### src/rtl/insn_encoder.sv
// RV32I encoder for the LUI/AUIPC/OP-IMM/OP subset, feeding a 2-entry output FIFO.
// Define ENCODER_CHECK_EN to enable the legality checks, the error flag and the error counter.
module insn_encoder (
    input  logic        clk_i,
    input  logic        rstn_i,
    input  logic        req_valid_i,
    output logic        req_ready_o,
    input  logic [4:0]  req_op_i,
    input  logic [4:0]  req_rd_i,
    input  logic [4:0]  req_rs1_i,
    input  logic [4:0]  req_rs2_i,
    input  logic [31:0] req_imm_i,
    output logic        insn_valid_o,
    input  logic        insn_ready_i,
    output logic [31:0] insn_data_o,
    output logic        insn_err_o,
    output logic [15:0] err_cnt_o
);

    localparam logic [31:0] NOP_WORD  = 32'h0000_0013;
    localparam logic [6:0]  OPC_LUI   = 7'b0110111;
    localparam logic [6:0]  OPC_AUIPC = 7'b0010111;
    localparam logic [6:0]  OPC_IMM   = 7'b0010011;
    localparam logic [6:0]  OPC_REG   = 7'b0110011;

    typedef enum logic [2:0] {
        FMT_U,
        FMT_I,
        FMT_SH,
        FMT_R,
        FMT_BAD
    } fmt_e;

    fmt_e        fmt;
    logic [6:0]  opcode;
    logic [2:0]  funct3;
    logic [6:0]  funct7;
    logic [31:0] packed_word;
    logic [31:0] push_word;
    logic        push_err;
    logic        push;
    logic        pop;

    logic [31:0] head_word;
    logic        head_err;
    logic [31:0] tail_word;
    logic        tail_err;
    logic [1:0]  count;

    // Mnemonic decode: instruction format plus opcode/funct fields.
    always_comb begin
        fmt    = FMT_BAD;
        opcode = OPC_IMM;
        funct3 = 3'b000;
        funct7 = 7'b0000000;
        case (req_op_i)
            5'd0:  begin fmt = FMT_U;  opcode = OPC_LUI;   end
            5'd1:  begin fmt = FMT_U;  opcode = OPC_AUIPC; end
            5'd2:  begin fmt = FMT_I;  funct3 = 3'b000; end
            5'd3:  begin fmt = FMT_I;  funct3 = 3'b010; end
            5'd4:  begin fmt = FMT_I;  funct3 = 3'b011; end
            5'd5:  begin fmt = FMT_I;  funct3 = 3'b100; end
            5'd6:  begin fmt = FMT_I;  funct3 = 3'b110; end
            5'd7:  begin fmt = FMT_I;  funct3 = 3'b111; end
            5'd8:  begin fmt = FMT_SH; funct3 = 3'b001; end
            5'd9:  begin fmt = FMT_SH; funct3 = 3'b101; end
            5'd10: begin fmt = FMT_SH; funct3 = 3'b101; funct7 = 7'b0100000; end
            5'd11: begin fmt = FMT_R;  opcode = OPC_REG; funct3 = 3'b000; end
            5'd12: begin fmt = FMT_R;  opcode = OPC_REG; funct3 = 3'b000; funct7 = 7'b0100000; end
            5'd13: begin fmt = FMT_R;  opcode = OPC_REG; funct3 = 3'b001; end
            5'd14: begin fmt = FMT_R;  opcode = OPC_REG; funct3 = 3'b010; end
            5'd15: begin fmt = FMT_R;  opcode = OPC_REG; funct3 = 3'b011; end
            5'd16: begin fmt = FMT_R;  opcode = OPC_REG; funct3 = 3'b100; end
            5'd17: begin fmt = FMT_R;  opcode = OPC_REG; funct3 = 3'b101; end
            5'd18: begin fmt = FMT_R;  opcode = OPC_REG; funct3 = 3'b101; funct7 = 7'b0100000; end
            5'd19: begin fmt = FMT_R;  opcode = OPC_REG; funct3 = 3'b110; end
            5'd20: begin fmt = FMT_R;  opcode = OPC_REG; funct3 = 3'b111; end
            default: fmt = FMT_BAD;
        endcase
    end

    always_comb begin
        packed_word = NOP_WORD;
        case (fmt)
            FMT_U:  packed_word = {req_imm_i[31:12], req_rd_i, opcode};
            FMT_I:  packed_word = {req_imm_i[11:0], req_rs1_i, funct3, req_rd_i, opcode};
            FMT_SH: packed_word = {funct7, req_imm_i[4:0], req_rs1_i, funct3, req_rd_i, opcode};
            FMT_R:  packed_word = {funct7, req_rs2_i, req_rs1_i, funct3, req_rd_i, opcode};
            default: packed_word = NOP_WORD;
        endcase
    end

`ifdef ENCODER_CHECK_EN
    logic        illegal;
    logic [15:0] err_cnt;

    // I-type immediates must sign-extend from bit 11, so bits 31:11 are all equal.
    always_comb begin
        illegal = 1'b0;
        case (fmt)
            FMT_U:   illegal = |req_imm_i[11:0];
            FMT_I:   illegal = !((&req_imm_i[31:11]) || !(|req_imm_i[31:11]));
            FMT_SH:  illegal = |req_imm_i[31:5];
            FMT_R:   illegal = 1'b0;
            default: illegal = 1'b1;
        endcase
    end

    assign push_err = illegal;

    always_ff @(posedge clk_i or negedge rstn_i) begin
        if (!rstn_i) begin
            err_cnt <= 16'h0000;
        end else if (push && push_err && (err_cnt != 16'hFFFF)) begin
            err_cnt <= err_cnt + 16'h0001;
        end
    end

    assign err_cnt_o = err_cnt;
`else
    assign push_err  = 1'b0;
    assign err_cnt_o = 16'h0000;
`endif

    assign push_word = push_err ? NOP_WORD : packed_word;

    assign req_ready_o  = (count != 2'd2);
    assign insn_valid_o = (count != 2'd0);
    assign insn_data_o  = head_word;
    assign insn_err_o   = head_err & insn_valid_o;
    assign push         = req_valid_i & req_ready_o;
    assign pop          = insn_valid_o & insn_ready_i;

    // The head is a dedicated register so insn_data_o keeps its last value once the FIFO drains.
    always_ff @(posedge clk_i or negedge rstn_i) begin
        if (!rstn_i) begin
            head_word <= 32'h0000_0000;
            head_err  <= 1'b0;
            tail_word <= 32'h0000_0000;
            tail_err  <= 1'b0;
            count     <= 2'd0;
        end else begin
            case ({push, pop})
                2'b10: begin
                    if (count == 2'd0) begin
                        head_word <= push_word;
                        head_err  <= push_err;
                        count     <= 2'd1;
                    end else begin
                        tail_word <= push_word;
                        tail_err  <= push_err;
                        count     <= 2'd2;
                    end
                end
                2'b01: begin
                    if (count == 2'd2) begin
                        head_word <= tail_word;
                        head_err  <= tail_err;
                        count     <= 2'd1;
                    end else begin
                        count <= 2'd0;
                    end
                end
                2'b11: begin
                    head_word <= push_word;
                    head_err  <= push_err;
                end
                default: ;
            endcase
        end
    end

endmodule
### config.mk
export PLATFORM = sky130hd
export DESIGN_NAME = insn_encoder
export DESIGN_NICKNAME = d
export VERILOG_FILES = /design/src/rtl/insn_encoder.sv
export SDC_FILE = /design/constraint.sdc
export NUM_CORES = 1
export LEC_CHECK = 0
export ABC_CLOCK_PERIOD_IN_PS = 3330
export BUFFER_PORTS_ARGS = -buffer_cell sky130_fd_sc_hd__buf_4
export CORE_UTILIZATION = 54
export DETAILED_ROUTE_END_ITERATION = 10
export GPL_TIMING_DRIVEN = 0
export PLACE_DENSITY = 0.85
export SLEW_MARGIN = 40
export SYNTH_ARGS = -nofsm -noshare
export SYNTH_HDL_FRONTEND = slang
export SYNTH_SLANG_ARGS = --single-unit
### constraint.sdc
create_clock -name clk_i -period 3.33 [get_ports clk_i]
set_input_delay 0.666 -clock clk_i [delete_from_list [all_inputs] [get_ports clk_i]]
set_output_delay 0.666 -clock clk_i [all_outputs]
set_load 0.01 [all_outputs]
-- Word level (Yosys, flattened, before mapping)
Index checks and enable logic that the tools add are counted.
- flip-flop bits (word level): 67
- bits of input ports: 56
- output and inout port bits: 51
- word-level logic and storage cells: 72
- equality and inequality tests: 30
- muxes and demuxes: 14
- bitwise logic cells: 4
- reduce and logical (&&, ||, !) cells: 20
- operator list (operator ; count):
    $pmux 32 s4 ; 1
    $pmux 32 s3 ; 1
    $mux 32 ; 2
    $eq 5x4->1 const B ; 8
    $eq 5x5->1 const B ; 5
    $pmux 3 s7 ; 1
    $eq 5x3->1 const B ; 4
    $pmux 6 s3 ; 1
    $reduce_or 2->1 ; 7
    $pmux 3 s4 ; 1
    $eq 5x2->1 const B ; 2
    $reduce_or 10->1 ; 1
    $eq 2x2->1 const B ; 3
    $eq 3x2->1 const B ; 2
    $mux 6 ; 1
    $ne 2x2->1 const B ; 3
    $reduce_or 3->1 ; 2
    $reduce_or 6->1 ; 1
    $eq 5x1->1 const B ; 1
    $logic_not 5->1 ; 1
    $pmux 2 s2 ; 1
    $reduce_bool 2->1 ; 2
    $reduce_or 4->1 ; 1
    $and 1x1->1 ; 3
    11 further kinds ; 13

-- Longest topological paths before layout
- depth in word-level cells: 7
- depth in mapped cells: 10
- gate-level depth less buffers: 8

-- Worst setup path before layout
Ideal clock, no wire load.
- kind: register -> register
- start point: register count[1]
- end point: register head_word[14], in the netlist insn_data_o[14]
- library setup time: 104 ps
- arrival: 2041 ps
- data required time: 3226 ps
- path slack: 1185 ps
- stages on the path, launching flop included: 10
- path buffers: 3
- period minus slack after synthesis: 2145 ps
- cell sequence: dfrtp_1 > or2_2 > clkbuf_1 > nand2_1 > ha_1 > a2bb2oi_1 > o22ai_1 > buf_2 > buf_2 > a221oi_1
- longest elaborated chain between the ends: 5
- elaborated cells between the ends (all ways): 14
- those cells by class: eq/ne: 7; mux: 1; bitwise: 2; reduce/logical: 4
- ends and longest elaborated chain (element ; RTL line ; RTL):
    start, declared ; 48 ; logic [1:0] count;
    start signal, assigned ; 141 ; count <= 2'd0;
    start signal, assigned ; 148 ; count <= 2'd1;
    start signal, assigned ; 152 ; count <= 2'd2;
    $reduce_bool 2->1 * ; 128 ; assign insn_valid_o = (count != 2'd0);
    net insn_valid_o ; 13 ; output logic insn_valid_o,
    $and 1x1->1 * ; 132 ; assign pop = insn_valid_o & insn_ready_i;
    $eq 2x1->1 or $eq 2x2->1 (tied branches) ; 143 ; case ({push, pop})
    $ne 2x2->1 (no line) or $reduce_bool 3->1 (tied branches) ; - ;
    $reduce_and 3->1 (no line) ; - ;
    end signal, assigned ; 146 ; head_word <= push_word;
    end signal, assigned ; 157 ; head_word <= tail_word;
    end signal, assigned ; 165 ; head_word <= push_word;
    end, declared ; 44 ; logic [31:0] head_word;
Mark *: on every way through the listed nets, which the timed path passes. The rest lies on a longest branch.
A chain may end at the register's enable or synchronous reset.

-- Worst setup path in the final report
- start point: register count[1]
- end point: register head_word[14], in the netlist insn_data_o[14]
- longest elaborated chain between the ends: 5
- elaborated cells between the ends (all ways): 14
- those cells by class: eq/ne: 7; mux: 1; bitwise: 2; reduce/logical: 4
- ends and longest elaborated chain (element ; RTL line):
    $ne 2x2->1 or $reduce_bool 2->1 (tied branches) ; 127, 128
    $and 1x1->1 (on tied branches) ; 131, 132
    $eq 2x1->1 or $eq 2x2->1 (tied branches) ; 143
    $ne 2x2->1 (no line) or $reduce_bool 3->1 (tied branches) ; -
    $reduce_and 3->1 (no line) ; -
Parallel ways exist; a longest one is shown, timed or not.

==> flow_metrics.tcl <==
set metrics [dict create \
    status "completed" \
    cts_setup_buffers 0 \
    synth_xor_area_share_pct 0.554 \
    io_pins 107 \
    final_antenna_net_count 0 \
    grt_pass1_wl_um 13100 \
    switching_share_pct 37.2 \
    reg2reg_slack_ps 870 \
    min_path_type "in -> async" \
    final-seq-area_mm2 0.00145 \
    cts_tree "done" \
    insertedDiodeCount 0 \
    p_seq_share_pct 35.9 \
    slew_headroom_pct 51.5 \
    synth_compound_area_share_pct 21.0 \
    gr-total-overflow 0 \
    final_cells 530 \
    vias_per_cell 5.50 \
    yosys-mux-area-fraction_pct 6.96 \
    drive_gt1_share_pct 33.2 \
    wirelength_um 8320 \
    rows 27 \
    clock_latency_ps 350 \
    rsz0062_at_grt "no" \
    finalHoldViolCount 0 \
    end_kind "register" \
    p_int_mw 2.14 \
    clk_pin_slew_ps 70 \
    finalSetupViolCount 0 \
    drc 0 \
    regToRegEndpoint "insn_data_o[14]" \
    start_kind "register" \
    h-tree-depth 3 \
    hold_buffers 0 \
    core_area_mm2 0.00557 \
    dp.cells 514 \
    clock-root-buffer "clkbuf_8" \
    worst_pin_slew_ps 727 \
    multi_input_area_mm2 0.00146 \
    final_common_cell "buf_4" \
    layout_common_cells "105 x buf_4, 58 x dfrtp_1, 53 x nand2_1" \
    syn2layout_area_growth_pct 32.1 \
    drtPass1Iterations 6 \
    io_buffers 84 \
    cts_num_sinks 58 \
    utilization_pct 75.0 \
    r2r-start "count[1]" \
    clk_path_buf_depth 2 \
    slew_viol_final 0 \
    avgSynthCellArea_um2 9.31 \
    synth-simple-area-share_pct 14.6 \
    cts_resized 0 \
    synth_area_mm2 0.00316 \
    dieHeight_um 78.6 \
    dr.first_iter.drc_count 214 \
    yosysSeqAreaShare_pct 45.9 \
    crit_fanout 10 \
    synth_fa_ha_area_share_pct 0.791 \
    finalSetupTns_ps 0 \
    fillers 426 \
    p_clk_share_pct 22.0 \
    cts_inserted_buffers 9 \
    irDropWorstVdd_mv 0.497 \
    powerDensity_mw_per_mm2 816 \
    fin_crit_ps 2460 \
    required_ps 3570 \
    reg2reg_depth 9 \
    synth_ff_type "dfrtp_1" \
    wl_per_cell_um 15.7 \
    synth_top_family_by_area "compound AO/OA/AOI/OAI gates" \
    finalCritPeriodShare_pct 74.0 \
    vias 2914 \
    cap_violations 0 \
    grt_max_degree 59 \
    power_switching_mw 1.27 \
    synthCells 340 \
    dpl.hpwl_um 5960 \
    crit_type "reg -> reg" \
    cp.arrival_ps 2700 \
    p_leak_nw 2.00 \
    async_flop_share_pct 100 \
    p_comb_share_pct 42.1 \
    yosys_register_bits 58 \
    fin_skew_ps 8.68 \
    grt_pass1_vias 2726 \
    ys_warn_count 0 \
    start_util_pct 56.8 \
    die-area_mm2 0.00617 \
    clock.fmax_mhz 406 \
    ys_types 47 \
    grtUsageTotal_pct 28.3 \
    final_nets 511 \
    synth_enable_flop_cells 0 \
    place.gp.congestion 0.865 \
    dieWidth_um 78.6 \
    antenna_found_initial 0 \
]
## per-stage QoR
step / power, mW / worst slack [ps] / cell area [µm²] / hold WS [ps]
global route: 3.62 / 664 / 4180 / 430
detailed placement: 2.66 / 883 / 3950 / 439
floorplan: 2.08 / 1190 / 3230 / 370
global placement: 2.58 / 920 / 3950 / 426
finish: 3.41 / 866 / 4180 / 373
CTS: 3.41 / 902 / 4180 / 401
## critical path, stage by stage (launching register included)
cell,delay [ps]
dfrtp_1,450
or2_2,140
clkbuf_1,150
nand2_1,100
inv_1,70
ha_1,140
clkbuf_1,340
clkbuf_1,440
nor2_1,210
a221oi_1,310
## layout make-up
cell class | count | area share, %
repair buffers | 84 | 15.1
plain buffers | 47 | 7.06
multi-input cells | 246 | 34.9
flip-flops and latches | 58 | 34.7
well taps | 72 | 2.15
inverters | 7 | 0.628
clock inverters | 4 | 1.77
clock buffers | 12 | 3.71
## cells by family (layout without fill, tap and decap cells)
logic type	after synthesis	count (layout)
and+or+nand+nor	103	103
DFF	58	58
xor gates and xnor gates	2	2
AOI/OAI and AO/OA	99	99
buffers and inverters	54	154
adders and majority gates	2	2
muxes	21	21
other	1	19
## how the worst max path moves through the flow
stage / start / end / slack [ps] / cells past startpoint
floorplan: count[1] / insn_data_o[14] / 1190 / 9
global placement: count[0] / insn_data_o[14] / 920 / 9
detailed placement: req_valid_i / insn_data_o[20] / 880 / 10
CTS: count[1] / insn_data_o[14] / 900 / 9
global route: count[0] / insn_data_o[20] / 660 / 9
finish: count[1] / insn_data_o[14] / 870 / 9
## sequential cells by signal, summed over array words and instances (netlist names)
| register | count |
|---|---|
| count | 2 |
| insn_data_o | 28 |
| tail_word | 28 |
## power groups by stage
stage          registers, mW  logic [mW]  clock network [mW]
6_report                1.22        1.44               0.751
5_1_grt                 1.26        1.58               0.786
4_1_cts                 1.22        1.44               0.747
3_5_place_dp            1.23        1.43                   0
3_3_place_gp            1.21        1.38                   0
2_1_floorplan           1.26       0.815                   0
## cells in the mapped netlist (2+ instances only)
cell | n | area share, %
dfrtp_1 | 58 | 46
nand3_1 | 5 | 0.79
buf_6 | 3 | 1.1
o21ai_0 | 21 | 3.3
a2bb2oi_1 | 2 | 0.55
buf_4 | 21 | 5.0
o211ai_1 | 9 | 2.1
mux2i_1 | 13 | 4.1
nand2b_1 | 3 | 0.59
nor3_1 | 8 | 1.3
o22ai_1 | 3 | 0.59
xor2_1 | 2 | 0.55
ha_1 | 2 | 0.79
o21ai_1 | 4 | 0.63
a211oi_1 | 2 | 0.47
a21o_1 | 2 | 0.47
nor2_1 | 23 | 2.7
nor2b_1 | 3 | 0.59
a21oi_1 | 21 | 3.3
o31ai_1 | 5 | 1.2
o22a_1 | 2 | 0.55
buf_2 | 14 | 2.2
o21a_1 | 7 | 1.7
clkbuf_1 | 9 | 1.1
a31oi_1 | 2 | 0.40
nor3b_1 | 2 | 0.47
mux2_2 | 8 | 2.8
nand2_1 | 53 | 6.3
a22o_1 | 5 | 1.4
a222oi_1 | 5 | 1.6
inv_1 | 7 | 0.83
## metal layers
| layer | track usage (%) | wire length (µm) | up-vias |
|---|---|---|---|
| li1 | - | - | 1384 |
| met4 | 14.8 | 216 | 0 |
| met2 | 47.7 | 4210 | 117 |
| met1 | 34.6 | 3420 | 1391 |
| met5 | 0 | 0 | - |
| met3 | 5.00 | 469 | 22 |
(Power assumes the default switching activity.)
